## src/rtl/mem_arb_pkg.sv

```systemverilog
// Shared definitions for the memory port arbiter.
//   - arb_state_t : arbiter FSM states
//   - SZ_*        : d_size encodings (byte / half / word; 2'b11 is illegal)
//   - BE_*        : base byte-enable patterns before shifting into lane position
//   - WORD_W      : the only supported data width
package mem_arb_pkg;

  typedef enum logic [1:0] {
    IDLE  = 2'd0,
    ISSUE = 2'd1,
    WAIT  = 2'd2,
    ERR   = 2'd3
  } arb_state_t;

  localparam logic [1:0] SZ_B = 2'b00;
  localparam logic [1:0] SZ_H = 2'b01;
  localparam logic [1:0] SZ_W = 2'b10;

  localparam logic [3:0] BE_NONE = 4'b0000;
  localparam logic [3:0] BE_BYTE = 4'b0001;
  localparam logic [3:0] BE_HALF = 4'b0011;
  localparam logic [3:0] BE_WORD = 4'b1111;

  localparam int WORD_W = 32;

endpackage

```

## src/rtl/lane_align.sv

```systemverilog
// Combinational byte-lane steering for the data port.
// Ports:
//   size, addr_lo  : access size and byte offset of the incoming data request
//   wdata          : right-justified store data
//   be             : byte enables placed on the addressed lanes
//   wdata_rep      : store data replicated across all lanes
//   misalign       : access cannot be issued (misaligned or illegal size)
//   rd_off, rdata  : byte offset of the outstanding load and the raw memory word
//   rdata_shift    : memory word shifted down so the addressed byte is in [7:0]
module lane_align
  import mem_arb_pkg::*;
(
  input  logic [1:0]        size,
  input  logic [1:0]        addr_lo,
  input  logic [WORD_W-1:0] wdata,
  input  logic [1:0]        rd_off,
  input  logic [WORD_W-1:0] rdata,
  output logic [3:0]        be,
  output logic [WORD_W-1:0] wdata_rep,
  output logic [WORD_W-1:0] rdata_shift,
  output logic              misalign
);

  always_comb begin
    be       = BE_NONE;
    misalign = 1'b0;
    case (size)
      SZ_B: be = BE_BYTE << addr_lo;
      SZ_H: begin
        be       = BE_HALF << addr_lo;
        misalign = addr_lo[0];
      end
      SZ_W: begin
        be       = BE_WORD;
        misalign = (addr_lo != 2'b00);
      end
      default: misalign = 1'b1;
    endcase
  end

  // Every lane carries the source byte that belongs there after replication,
  // so memory picks the right one regardless of which enable is set.
  genvar gi;
  generate
    for (gi = 0; gi < 4; gi++) begin : g_lane
      assign wdata_rep[8*gi +: 8] = (size == SZ_B) ? wdata[7:0] :
                                    (size == SZ_H) ? wdata[8*(gi%2) +: 8] :
                                                     wdata[8*gi +: 8];
    end
  endgenerate

  // Zero-filled; sign/zero extension is left to the consumer.
  assign rdata_shift = rdata >> {rd_off, 3'b000};

endmodule

```

## src/rtl/mem_port_arbiter.sv

```systemverilog
// Arbitrates an instruction-fetch port and a load/store data port onto one
// single-outstanding memory port. Data has fixed priority over fetch.
// Ports:
//   clk, reset          : clock, synchronous active-low reset
//   i_req/i_addr        : fetch request; i_ready accept, i_rvalid/i_rdata response
//   d_req/d_we/d_size/
//   d_addr/d_wdata      : data request; d_ready accept, d_rvalid/d_rdata/d_err completion
//   m_req/m_we/m_addr/
//   m_be/m_wdata        : registered memory request, held until m_ready
//   m_rvalid/m_rdata    : memory response (read data or write ack)
//   stall               : any request pending or transaction outstanding
module mem_port_arbiter
  import mem_arb_pkg::*;
#(
  parameter int ADDR_W = 32,
  parameter int DATA_W = 32
) (
  input  logic              clk,
  input  logic              reset,
  input  logic              i_req,
  input  logic [ADDR_W-1:0] i_addr,
  output logic              i_ready,
  output logic              i_rvalid,
  output logic [DATA_W-1:0] i_rdata,
  input  logic              d_req,
  input  logic              d_we,
  input  logic [1:0]        d_size,
  input  logic [ADDR_W-1:0] d_addr,
  input  logic [DATA_W-1:0] d_wdata,
  output logic              d_ready,
  output logic              d_rvalid,
  output logic [DATA_W-1:0] d_rdata,
  output logic              d_err,
  output logic              m_req,
  output logic              m_we,
  output logic [ADDR_W-1:0] m_addr,
  output logic [3:0]        m_be,
  output logic [DATA_W-1:0] m_wdata,
  input  logic              m_ready,
  input  logic              m_rvalid,
  input  logic [DATA_W-1:0] m_rdata,
  output logic              stall
);

  localparam logic [ADDR_W-1:0] ALIGN_MASK = ~ADDR_W'(3);

  arb_state_t        state_reg, state_next;
  logic              owner_fetch_reg;
  logic [1:0]        off_reg;

  logic [3:0]        lane_be;
  logic [DATA_W-1:0] lane_wdata;
  logic [DATA_W-1:0] lane_rdata;
  logic              lane_mis;

  lane_align u_lane_align (
    .size        (d_size),
    .addr_lo     (d_addr[1:0]),
    .wdata       (d_wdata),
    .rd_off      (off_reg),
    .rdata       (m_rdata),
    .be          (lane_be),
    .wdata_rep   (lane_wdata),
    .rdata_shift (lane_rdata),
    .misalign    (lane_mis)
  );

  always_ff @(posedge clk) begin
    if (!reset) begin
      state_reg <= IDLE;
    end else begin
      state_reg <= state_next;
    end
  end

  always_comb begin
    state_next = state_reg;
    d_ready    = 1'b0;
    i_ready    = 1'b0;
    case (state_reg)
      IDLE: begin
        if (d_req) begin
          d_ready    = 1'b1;
          state_next = lane_mis ? ERR : ISSUE;
        end else if (i_req) begin
          i_ready    = 1'b1;
          state_next = ISSUE;
        end
      end
      ISSUE:   if (m_ready)  state_next = WAIT;
      WAIT:    if (m_rvalid) state_next = IDLE;
      ERR:     state_next = IDLE;
      default: state_next = IDLE;
    endcase
  end

  always_ff @(posedge clk) begin
    if (!reset) begin
      owner_fetch_reg <= 1'b0;
      off_reg         <= 2'b00;
      m_req           <= 1'b0;
      m_we            <= 1'b0;
      m_addr          <= '0;
      m_be            <= BE_NONE;
      m_wdata         <= '0;
      i_rvalid        <= 1'b0;
      i_rdata         <= '0;
      d_rvalid        <= 1'b0;
      d_rdata         <= '0;
      d_err           <= 1'b0;
    end else begin
      // Completion flags are single-cycle pulses.
      i_rvalid <= 1'b0;
      d_rvalid <= 1'b0;
      d_err    <= 1'b0;
      case (state_reg)
        IDLE: begin
          if (d_ready) begin
            owner_fetch_reg <= 1'b0;
            off_reg         <= d_addr[1:0];
            // A misaligned access is absorbed locally and never reaches memory.
            if (!lane_mis) begin
              m_req   <= 1'b1;
              m_we    <= d_we;
              m_addr  <= d_addr & ALIGN_MASK;
              m_be    <= lane_be;
              m_wdata <= lane_wdata;
            end
          end else if (i_ready) begin
            owner_fetch_reg <= 1'b1;
            off_reg         <= 2'b00;
            m_req           <= 1'b1;
            m_we            <= 1'b0;
            m_addr          <= i_addr & ALIGN_MASK;
            m_be            <= BE_WORD;
            m_wdata         <= '0;
          end
        end
        ISSUE: if (m_ready) m_req <= 1'b0;
        WAIT: begin
          if (m_rvalid) begin
            if (owner_fetch_reg) begin
              i_rvalid <= 1'b1;
              i_rdata  <= m_rdata;
            end else begin
              d_rvalid <= 1'b1;
              d_rdata  <= lane_rdata;
            end
          end
        end
        ERR: begin
          d_rvalid <= 1'b1;
          d_err    <= 1'b1;
          d_rdata  <= '0;
        end
        default: ;
      endcase
    end
  end

  assign stall = (state_reg != IDLE) | (i_req & ~i_ready) | (d_req & ~d_ready);

endmodule
```

## config.mk

```make
export PLATFORM = sky130hd
export DESIGN_NAME = mem_port_arbiter
export DESIGN_NICKNAME = d
export VERILOG_FILES = /design/src/rtl/mem_arb_pkg.sv /design/src/rtl/lane_align.sv /design/src/rtl/mem_port_arbiter.sv
export SDC_FILE = /design/constraint.sdc
export NUM_CORES = 1
export LEC_CHECK = 0
export ABC_CLOCK_PERIOD_IN_PS = 3500
export BUFFER_PORTS_ARGS = -buffer_cell sky130_fd_sc_hd__buf_2
export CAP_MARGIN = 20
export CORE_ASPECT_RATIO = 1.1
export CORE_UTILIZATION = 50
export DETAILED_ROUTE_END_ITERATION = 8
export PLACE_DENSITY = 0.85
export SLEW_MARGIN = 20
export SYNTH_ARGS = -nofsm -noshare
export SYNTH_HDL_FRONTEND = slang
export SYNTH_SLANG_ARGS = --single-unit
export TNS_END_PERCENT = 50
```

## constraint.sdc

```tcl
create_clock -name clk -period 3.5 [get_ports clk]
set_input_delay 0.7 -clock clk [delete_from_list [all_inputs] [get_ports clk]]
set_output_delay 0.7 -clock clk [all_outputs]
set_load 0.02 [all_outputs]
```

After elaboration in Yosys (flattened, before gate mapping) --
Index checks and enable logic that the tools add are counted.
Word-level totals: register bits after elaboration 142, bits in latches 0, RAM bits 0, ROM bits 0, output and inout port bits 140, memories kept 0
Cells by class: add/subtract/negate cells 0, multipliers 0, div/mod/pow operators 0, magnitude comparators 0, equality and inequality tests 12, shift-type cells 3, multiplexer cells 46, bitwise logic cells 6, reductions and logical operators 14
Operator list (count):
- 32-bit two-way mux | 8
- 32-bit case mux with 2 select lines | 1
- 8-bit two-way mux | 5
- 32-bit by 5-bit >> shifter with 32-bit output | 1
- 1-bit two-way mux | 17
- 3-bit AND reduction | 5
- 2-bit two-way mux | 7
- 4-bit two-way mux | 3
- 4-bit case mux with 3 select lines | 1
- 2-bit nonzero test | 5
- 3-bit inequality test (second input constant) | 3
- 2-bit inequality test (second input constant) | 4
- 2-bit case mux with 4 select lines | 1
- 2-bit == test (second input constant) | 3
- 2-bit by 1-bit == test with 1-bit output (second input constant) | 2
- 2-bit zero test | 2
- 1-bit case mux with 2 select lines | 2
- 4-bit AND reduction | 1
- 1-bit by 2-bit left shift with 4-bit output (first input constant) | 1
- 2-bit by 2-bit left shift with 4-bit output (first input constant) | 1
- 1-bit case mux with 3 select lines | 1
- 1-bit AND | 2
- 1-bit inverter | 2
- 1-bit bitwise OR | 2
- 2-bit AND reduction | 1

Depth between registers and ports, before layout --
Gate-level depths: netlist (run 1).
depth in word-level cells 7, depth in mapped cells 7

Modules after synthesis --
From an unflattened synthesis (run 1), not the netlist that was laid out.
Unflattened totals: cell total of the unflattened synthesis 626, area, all modules 6386.1 um2
Modules (own cells, without submodules):
- mem_port_arbiter | times used 1, cells each 494, area an instance 5332.6 um2, sequential area each 2802.7 um2
- lane_align | times used 1, cells each 132, area an instance 1053.5 um2, sequential area each 0.0 um2

Worst setup path after synthesis (run 1) --
Ideal clock, no wire load.
kind in2out, from in d_req, to out i_ready, arrival time 1.298 ns, data required time 2.800 ns, slack 1.502 ns, stages 4, path buffers 1, path through inv_1 > nand3_1 > clkbuf_1 > inv_1
Between the ends: cells in the longest elaborated chain, start to end 2
Ends and longest elaborated chain:
- start, declared | line mem_port_arbiter.sv:25 | input logic d_req,
- 1-bit two-way mux | line mem_port_arbiter.sv:82 | if (d_req) begin
- 1-bit two-way mux | line mem_port_arbiter.sv:80 | case (state_reg)
- end, declared | line mem_port_arbiter.sv:22 | output logic i_ready,
No other way between the ends.

Worst setup path in the final report (run 1) --
from reg state_reg[0], to out i_ready
Between the ends: cells in the longest elaborated chain, start to end 2
Ends and longest elaborated chain:
- start, declared | line mem_port_arbiter.sv:47 | arb_state_t state_reg, state_next;
- start signal, assigned | line mem_port_arbiter.sv:72 | state_reg <= state_next;
- 2-bit zero test | line mem_port_arbiter.sv:80
- 1-bit two-way mux | line mem_port_arbiter.sv:80
No other way between the ends.

==> summary.md, run 1 <==
The number of antenna violations at the first check in global routing was 0. The count of boundary I/O pins was 277. The DRC violations left is 0, and the proportion of layout cells with a drive suffix above 1 is 39.49%. Among all flip-flop cells after synthesis, the most frequent one is dfxtp_1. Final-report max-slew violation count: 0. The minimum setup slack after placement was 940.4 ps; the count of unique library cells instantiated by Yosys was 45.

Startpoint type of the worst setup path: a flip-flop. Clock skew on the completed layout was measured at 5.695 ps. From synthesis to final layout, the design area changed by 33.48%. The tools report the total wirelength of the detailed-routed design as 17.35 mm. The synthesized design contains 0 enable-type register cells.

The post-route total power was 4.333 mW. Summing the sequential cell areas from Yosys gives 47.70% of the chip area. Setup violations remaining at the end of the flow were counted as 0. The longest individual stage delay on the worst path works out to 570 ps. At the worst endpoint, the arrival time is 1770 ps. The HPWL after detailed placement is 12.42 mm. The clock tree buffer depth was 2. The cell depth of the worst hold path is 2.

In this run the static leakage power is 3.618 nW. The via count of the first global-routing pass was 5243. The run finished with clean final reports. After global routing the overflow that remains totals 0. During synthesis, Yosys emitted a total of 0 warnings.

Setup repair after global routing left no endpoint under its margin. The routed design could run at a clock period as short as 2470 ps. The tools report the normalized max-slew margin as 37.54%. Counting flops and latches in the post-synthesis netlist gives 140. After detailed routing, the average wire length per cell comes to 16.54 µm. In the synthesized netlist, the number of instances is 637. The largest registers in the layout are d_rdata x32, i_rdata x32, m_wdata x32.

The largest total area in the synthesized netlist belongs to dfxtp_1. 0 antenna diodes ended up in the layout. The measured slew at the worst slew-check pin was 935.7 ps. The upper clock frequency limit came out at 0.4049 GHz. The tools report the total clock buffers created by CTS as 17.

The slowest stage of the critical path belongs to the cell dfxtp_1. The number of buffers inserted to repair setup after CTS was 0; the detailed-route via count was 5745. The path class of the tightest hold or removal check is flip-flop to flip-flop. The total routing usage reported by global routing was 28.39%. Traced cell by cell, the critical path runs through nor2_2, nand3_1, buf_4, inv_1, buf_2.

Setup total negative slack on the finished layout was measured at 0 ps. The final count of hold timing violations is 0. The first global-routing pass estimated 26.97 mm of wire. The run gives 0.8729 as the last weighted congestion value of the routability-driven placer. The commonest cells after synthesis are dfxtp_1, nor2_1, nand2_1. The post-cts gate resize count came out at 0. The fraction of synthesized cell area taken by the top area cell type is 47.70%, and the maximum fanout count along the critical path is 31. The starting DRC count in detailed routing is 535. The mean area per synthesized cell works out to 9.224 µm². STA classifies the critical path endpoint as an output pin. The number of nets in the layout is 1023, and the die boundary width is 105.4 µm. The number of vias per cell after detailed routing was 5.477; the die span in y was 115.7 µm. The run gives 410 ps as the latest clock arrival within the worst-skew pair. TritonCTS built the clock tree. Critical path data required time: 2800 ps.

The initial core utilization is 51.36%. The most repeated cell in the gate-level netlist after synthesis was dfxtp_1. The clock-pin slew on the worst setup and hold paths is 50 ps. The logs give 0 for the number of antenna-violating nets in the routed design and 41 for the floorplan row count. The start-to-end type of the worst setup path was flip-flop to output pin.

For this design the ratio of total power to cell area is 552.5 mW/mm². By area the synthesized netlist is led by dfxtp_1, nor2_1, a22oi_1. The pin count of the biggest net entering global routing is 61.

For the worst flop-to-flop path, the logic depth is 4. After clock tree synthesis, the flow added hold-fix buffers numbering 0. The deepest level of the CTS H-tree is 4, and the core outline area is 0.01144 mm². The mapped netlist covers 0.005876 mm². The floorplan step defined a die boundary enclosing 0.01219 mm². The tree is rooted in a clkbuf_16. Before antenna repair, the detailed router went through 5 iterations.

Clock tree synthesis found a total of 140 sinks. The final cycle utilization of the critical path was 70.57%; the async set-or-reset flop fraction in the synthesized netlist was 0%. The worst-case IR drop observed on VDD is 0.0003057 V.

Port buffering added 272 buffers. The run gives 1030 ps as the minimum setup slack in the final design. Max-cap violations in this run came to 0.
==> critical path, delay by kind of cell, from the launching register on <==
kind	cells	cell delay, ps
flip-flops	1	570
AND/OR/NAND/NOR	2	240
buffers and inverters	3	530
==> stage by stage <==
step / hold WS [ps] / util [%] / area [µm²] / instances
detailed placement: 441.4 / 63.28 / 7239 / 1017
CTS: 451.7 / 68.56 / 7843 / 1049
floorplan: 511.7 / - / 5879 / 638
global route: 468.2 / 68.56 / 7843 / 1049
finish: 448.4 / 68.56 / 7843 / 1049
global placement: 440.6 / 63.28 / 7239 / 1017
==> cells in the final DEF, fill, tap and decap left out, types with 7 or more instances in the layout <==
cell type,Yosys,routed
dfxtp_1,140,140
clkbuf_16,0,17
mux2i_1,27,27
buf_4,10,11
o21ai_0,10,10
buf_2,13,272
mux4_2,7,7
mux2_2,15,15
o2bb2ai_1,13,13
nor2_1,113,113
nand2_1,81,81
a22o_1,9,9
a22oi_1,48,48
o221ai_1,30,30
a21oi_1,39,39
==> report_power, final <==
group	internal, mW	switching [mW]	total (mW)	leakage, nW
registers	1.70	0.0626	1.76	1.14
logic	0.292	0.466	0.759	2.18
clock network	1.16	0.661	1.82	0.293
==> final timing paths <==
path                              startpoint          end  slack (ps)
worst min register to register   i_rdata[11]  i_rdata[11]         450
worst max-delay path            state_reg[0]      i_ready        1030
worst min-delay path             i_rdata[11]  i_rdata[11]         450
worst max register to register  state_reg[0]  m_wdata[23]        1490
==> layout make-up <==
class	count	area, µm²
Multi-Input combinational cell	438	2783
Clock buffer	21	460.4
Clock inverter	11	142.6
Tap cell	150	187.7
Sequential cell	140	2803
Fill cell	942	3597
Timing Repair Buffer	283	1444
Inverter	6	22.52
==> layer usage <==
metal / vias up / GRT usage, % / routed length, µm
met1: 2679 / 34.93 / 7151
li1: 2781 / - / -
met2: 245 / 47.41 / 8629
met5: - / 0 / 0
met3: 40 / 6.468 / 1059
met4: 0 / 13.62 / 507
==> cells by family after synthesis <==
group / share of synthesized area (%)
AO/OA/AOI/OAI: 21.06
other: 0.06382
flip-flops: 47.70
AND/OR/NAND/NOR: 15.89
buffers and inverters: 5.132
multiplexers: 10.16
Note: power is estimated with default switching activity, not from simulation.
==> run 2: changes to the inputs <==
--- a/config.mk
+++ b/config.mk
@@ -5,13 +5,13 @@
 export SDC_FILE = /design/constraint.sdc
 export NUM_CORES = 1
 export LEC_CHECK = 0
-export ABC_CLOCK_PERIOD_IN_PS = 3500
+export ABC_CLOCK_PERIOD_IN_PS = 2500
 export BUFFER_PORTS_ARGS = -buffer_cell sky130_fd_sc_hd__buf_2
 export CAP_MARGIN = 20
 export CORE_ASPECT_RATIO = 1.1
-export CORE_UTILIZATION = 50
+export CORE_UTILIZATION = 47
 export DETAILED_ROUTE_END_ITERATION = 8
-export PLACE_DENSITY = 0.85
+export PLACE_DENSITY = 0.81
 export SLEW_MARGIN = 20
 export SYNTH_ARGS = -nofsm -noshare
 export SYNTH_HDL_FRONTEND = slang
==> constraint.sdc (replaced) <==
create_clock -name clk -period 2.5 [get_ports clk]
set_input_delay 0.5 -clock clk [delete_from_list [all_inputs] [get_ports clk]]
set_output_delay 0.5 -clock clk [all_outputs]
set_load 0.02 [all_outputs]
==> summary.md, run 2 (synthesized netlist as in run 1, its figures left out) <==
VDD sags by at most 0.0004879 V. After clock tree synthesis, the repair step resized 0 gates. In the layout the commonest cells are buf_2, dfxtp_1, nor2_1. On the critical path, the stage with the largest delay is an instance of dfxtp_1. Origin of the worst min-delay path: d_we. The library cell used most frequently in the layout, excluding fill and tap cells, is buf_2. The total clock buffers created by CTS was 17; the die area was 0.01295 mm².

Final count of hold timing violations: 0. Clock latency on the worst-skew pair, taken at its later pin, is 420 ps. Longest individual stage delay on the worst path: 430 ps. TritonCTS built the clock tree.

The number of setup buffers added after CTS is 0. CTS saw 140 sinks. In the final layout, the share of cells above drive strength 1 is 39.91%. The worst setup path is of the flip-flop to output pin kind. Timing analysis after detailed placement gives a worst setup slack of 274.6 ps. The die span in y was 119.3 µm; the total wirelength of the detailed-routed design was 17.22 mm.

The floorplan row count was 42; the count of input and output buffers was 272. The path class of the tightest hold or removal check is primary input to flip-flop. For the placed standard-cell area, the log shows 0.007300 mm².

The logs give 277 for the count of boundary I/O pins and 2000 ps for the critical path data required time. In this run the worst path has a maximum fanout of 10. Setup repair after global routing left no endpoint under its margin. The run gives 0 as the max capacitance violation total. The total area inside the core boundary comes to 0.01209 mm². The die boundary width was 108.6 µm; the starting DRC count in detailed routing was 435. The top cell family by delay on the critical path was simple AND/OR/NAND/NOR gates.

The cell depth of the worst hold path is 2, and the area of combinational cells with multiple inputs is 0.002800 mm². The flow ran to the end, and the final reports show no timing, DRC or antenna violations. The logs give 5475 for the via count of the first global-routing pass and 48.61% for the initial core utilization.

Adding up every negative setup slack in the final design gives 0 ps. In this run the register-to-register setup slack is 800 ps. The run gives 0 as the setup violation total in the final timing report. The total overflow left after global routing is 0.

The post-route clock skew is 4.520 ps, and the detailed-route via count is 5778. The worst register-to-register path ends at d_rdata[22]. The signal on the critical path passes through nor2_2, nand3_1, inv_1, buf_2.

The worst setup path is captured at an output pin. The tools report the normalized max-slew margin as 47.72%. The post-DP HPWL is 12.32 mm. After detailed routing, the number of remaining DRC violations is 0. The worst register-to-register path has a depth of 5. Endpoint with the worst hold slack: m_we.

The number of buffers and inverters on the critical path is 2. The number of antenna violations at the first check in global routing was 1; the final-report max-slew violation count was 0. The root cell of the clock tree was clkbuf_16.

Number of nets in the layout: 1026. For the pin with the worst max-slew slack, the measured transition is 781.2 ps. Compared with the post-synthesis result, the final layout area differs by 35.01%. The clock tree buffer depth was 2. The H-tree was split into 4 levels. Clock-pin slew was measured on the worst setup and hold paths at 60 ps. Dividing the detail-routed via count by the number of cells gives 5.466. The fill cell total of the finished layout was 1008.

Power spread over the standard cell area amounts to 773.0 mW/mm². Minimum setup slack in the final design: 473.3 ps. In the final routed layout, each cell accounts on average for 16.29 µm. Dividing the final minimum period by the clock period gives 81.07%. In the final layout, the registers with the most flip-flops are d_rdata x32, i_rdata x32, m_wdata x32. Data on the critical path arrives at its endpoint at 1530 ps.

The routed design could run at a clock period as short as 2027 ps. Upper clock frequency limit: 0.4934 GHz. In the global route stage, overall resource usage came out at 27.02%. Start of the worst register-to-register path: state_reg[0].

In this run, post-CTS hold repair placed 0 buffers. The register area was 0.002803 mm². For this run, the share of the core covered by cells in the final layout is 65.63%. The worst setup path is launched from a flip-flop. The completed layout was analyzed and its total power is 6.132 mW. The number of antenna-violating nets in the routed design is 0, and the post-route standard cell area excluding fillers is 0.007933 mm². Entering global routing, the biggest net connects 62 pins.

The first-pass iteration count of the detailed router is 5. The last weighted congestion value of the routability-driven placer was 0.8139; the static leakage power was 3.650 nW. The wire length of the first global-routing pass came out at 27.08 mm.
## run 2: layout make-up
type | count | area share, %
inverters | 6 | 0.2839
well taps | 154 | 2.429
clock buffers | 21 | 6.057
clock inverters | 11 | 1.767
repair buffers | 286 | 18.80
multi-input cells | 438 | 35.30
flip-flops and latches | 140 | 35.33
diodes | 1 | 0.03155
## run 2: worst max-delay path by stage
stage                             from     endpoint  slack [ps]  cells after the start
after floorplan              d_size[0]   m_wdata[6]         810                      7
after global placement       d_addr[0]   m_wdata[5]          50                      5
after detailed placement     d_addr[0]  m_wdata[29]         270                      5
after CTS                 state_reg[0]      d_ready         470                      3
after global routing      state_reg[0]      i_ready         350                      4
final                     state_reg[0]      i_ready         470                      4
## run 2: power by group
group          switching (mW)  internal, mW  total, mW  leakage, nW
clock                   0.930          1.67       2.60        0.297
combinational           0.655         0.423       1.08         2.21
sequential             0.0841          2.37       2.46         1.14
total                    1.67          4.46       6.13         3.65
## run 2: stage by stage
stage                     cells  hold slack (ps)
after floorplan             638            511.7
after global placement     1024            440.9
after detailed placement   1024            441.4
after CTS                  1056            293.2
after global routing       1057            308.6
final                      1057            313.7
## run 2: metal layers
layer | GRT usage [%] | vias to the layer above | wire (µm) | part of all wire [%]
met1 | 31.08 | 2655 | 6945 | 40
met3 | 7.389 | 55 | 1295 | 7.5
met5 | 0 | - | 0 | 0
met2 | 43.99 | 276 | 8233 | 48
met4 | 16.64 | 0 | 741 | 4.3
li1 | - | 2792 | - | -
==> run 3: changes to the inputs <==
--- a/config.mk
+++ b/config.mk
@@ -5,13 +5,13 @@
 export SDC_FILE = /design/constraint.sdc
 export NUM_CORES = 1
 export LEC_CHECK = 0
-export ABC_CLOCK_PERIOD_IN_PS = 2500
+export ABC_CLOCK_PERIOD_IN_PS = 1700
 export BUFFER_PORTS_ARGS = -buffer_cell sky130_fd_sc_hd__buf_2
 export CAP_MARGIN = 20
 export CORE_ASPECT_RATIO = 1.1
-export CORE_UTILIZATION = 47
+export CORE_UTILIZATION = 42
 export DETAILED_ROUTE_END_ITERATION = 8
-export PLACE_DENSITY = 0.81
+export PLACE_DENSITY = 0.76
 export SLEW_MARGIN = 20
 export SYNTH_ARGS = -nofsm -noshare
 export SYNTH_HDL_FRONTEND = slang
==> constraint.sdc (replaced) <==
create_clock -name clk -period 1.7 [get_ports clk]
set_input_delay 0.34 -clock clk [delete_from_list [all_inputs] [get_ports clk]]
set_output_delay 0.34 -clock clk [all_outputs]
set_load 0.02 [all_outputs]
==> summary.md, run 3 (synthesized netlist as in run 1, its figures left out) <==
The most common library cell in the layout ignoring fill and taps was buf_2. Clock-pin slew on the worst setup and hold paths: 60 ps. The hold-fix buffer count after cts was 0; the number of placed cells counting well taps was 1071. Summed over all layers, the global routing overflow is 0. On the worst path, the slowest cell contributes a delay of 370 ps. Die area: 0.01447 mm². The run gives 0.0005738 V as the largest vdd supply drop. The tools report the setup violation total in the final timing report as 0. Of the total power, registers draw 39.4%. The tools report the upper clock frequency limit as 0.6050 GHz. After detailed routing, the number of remaining DRC violations is 0. The internal power of the cells totals 6.712 mW. In this run the power density over the cells is 1117 mW/mm².

The flow ran to the end, and the final reports show no timing, DRC or antenna violations. CTS saw 140 sinks. Starting DRC count in detailed routing: 452. The top cell family by delay on the critical path is flip-flops. The static leakage power was 3.777 nW; the switching power total was 2.433 mW.

The worst setup path is captured at an output pin. Slowest stage cell on the critical path: dfxtp_4. The later pin in the worst-skew pair is clocked with a latency of 420 ps. In the layout the commonest cells are buf_2, dfxtp_1, nor2_1.

The detail route stage leaves a number of antenna-violating nets equal to 0. The floorplan row count came out at 44. Data on the critical path arrives at its endpoint at 1310 ps.

The largest registers in the layout are d_rdata x32, i_rdata x32, m_wdata x32. The number of antenna violations at the first check in global routing is 0. The tool flagged a number of max-cap violations equal to 0.

The congestion estimate from routability-driven global placement came to 0.8572. In this run the horizontal extent of the chip is 114.8 µm. No sink is reached through more buffers than the 2 on the longest clock path. For the clock share of power, the log shows 42.0%.

After legalization and detailed placement, the total HPWL measured 12.79 mm. The number of vias per cell after detailed routing was 5.294; the worst hold slack was 145.7 ps. Type of the worst min-delay path: primary input to flip-flop. TritonCTS built the clock tree. The net count of the finished layout is 1045. The first global-routing pass estimated 27.58 mm of wire. Global routing used 24.74% of the available tracks across all layers. The tools report the pin count of the biggest net entering global routing as 56.

In the final layout, the share of cells above drive strength 1 is 41.09%. Start-to-end type of the worst setup path: flip-flop to output pin. The core outline area was 0.01343 mm². Setup repair after global routing left no endpoint under its margin. The critical path contains buffers and inverters numbering 2 combined.

In this run switching power makes up 26.61% of total power. The first-pass iteration count of the detailed router was 6; the post-detailed-route wirelength per cell was 16.13 µm. The post-route clock skew was 4.718 ps. The placed instances occupy a cell area of 0.007546 mm². The maximum fanout count along the critical path is 6. The critical path goes through nor3b_4, buf_4, buf_4. In this run the clock root is driven by a clkbuf_16. The tools report the initial core utilization as 43.74%.

The count of input and output buffers is 272. The final count of hold timing violations was 0. The via count of the first global-routing pass is 5424. The deepest level of the CTS H-tree is 4.

The count of placed standard cells in the final layout, fillers left out is 1104. Most used cell along the critical path: buf_4. The floorplan step set the die height to 126.1 µm. The logs give 1360 ps for the critical path data required time and 17.81 mm for the total wirelength of the detailed-routed design. The detailed router placed 5845 vias in this run. After routing the design area is 0.008187 mm².

The final cycle utilization of the critical path is 97.23%, and the post-route total power is 9.145 mW. The total clock buffers created by CTS is 17, and the final-report max-slew violation count is 0. The routed design could run at a clock period as short as 1653 ps.

Combinational cells account for 18.6% of the total power. Startpoint type of the worst setup path: a flip-flop. 277 I/O pins were placed. The antenna diode count was 0. From synthesis to final layout, the design area changed by 39.33%.
-- run 3: cell types whose count changed in the layout (fill, tap and decap cells not counted), moves of 2 or more --
cell	change
dfxtp_2	+2
clkbuf_8	-2
buf_4	+13
dfxtp_1	-3
clkinvlp_4	-4
buf_12	+7
clkbuf_1	+4
-- run 3: area by class of cell --
class / instances / area (µm²)
fill: 1219 / 5246
multi-input combinational: 438 / 2793
sequential: 140 / 2809
clock buffer: 23 / 467.9
inverter: 6 / 22.52
tap: 184 / 230.2
timing repair buffer: 305 / 1724
clock inverter: 8 / 140.1
-- run 3: what timing repair did --
item | CTS | global route
buffers inserted | 1 | 1
gates resized for setup | 4 | 3
gates cloned | 0 | 0
pin swaps | 1 | 1
endpoints found under the setup margin | 2 | 1
-- run 3: power by group through the flow --
stage / clock network [mW] / registers [mW] / logic (mW)
2_1_floorplan: 0 / 3.90 / 0.796
3_3_place_gp: 0 / 3.67 / 1.66
3_5_place_dp: 0 / 3.67 / 1.68
4_1_cts: 3.90 / 3.60 / 1.70
5_1_grt: 4.04 / 3.63 / 1.84
6_report: 3.84 / 3.61 / 1.70
-- run 3: per-layer routing --
metal	GRT usage [%]	wire, µm
met5	0	0
met4	12.30	616
met3	6.882	1213
met2	40.57	8603
met1	29.60	7372
-- run 3: through the flow --
stage	TNS [ps]	util, %	setup WS (ps)
finish	0	60.94	47.17
detailed placement	-123.6	56.18	-19.56
global route	0	60.94	8.268
floorplan	0	-	137.5
global placement	0	56.18	16.38
CTS	0	60.85	34.21
-- run 3: path summary, 6_finish.rpt --
check / from / end / slack [ps] / cells after the start
max: state_reg[1] / d_ready / 50 / 3
min: d_we / m_we / 150 / 2
max reg2reg: state_reg[0] / d_rdata[26] / 140 / 5
min reg2reg: i_rdata[27] / i_rdata[27] / 450 / 2
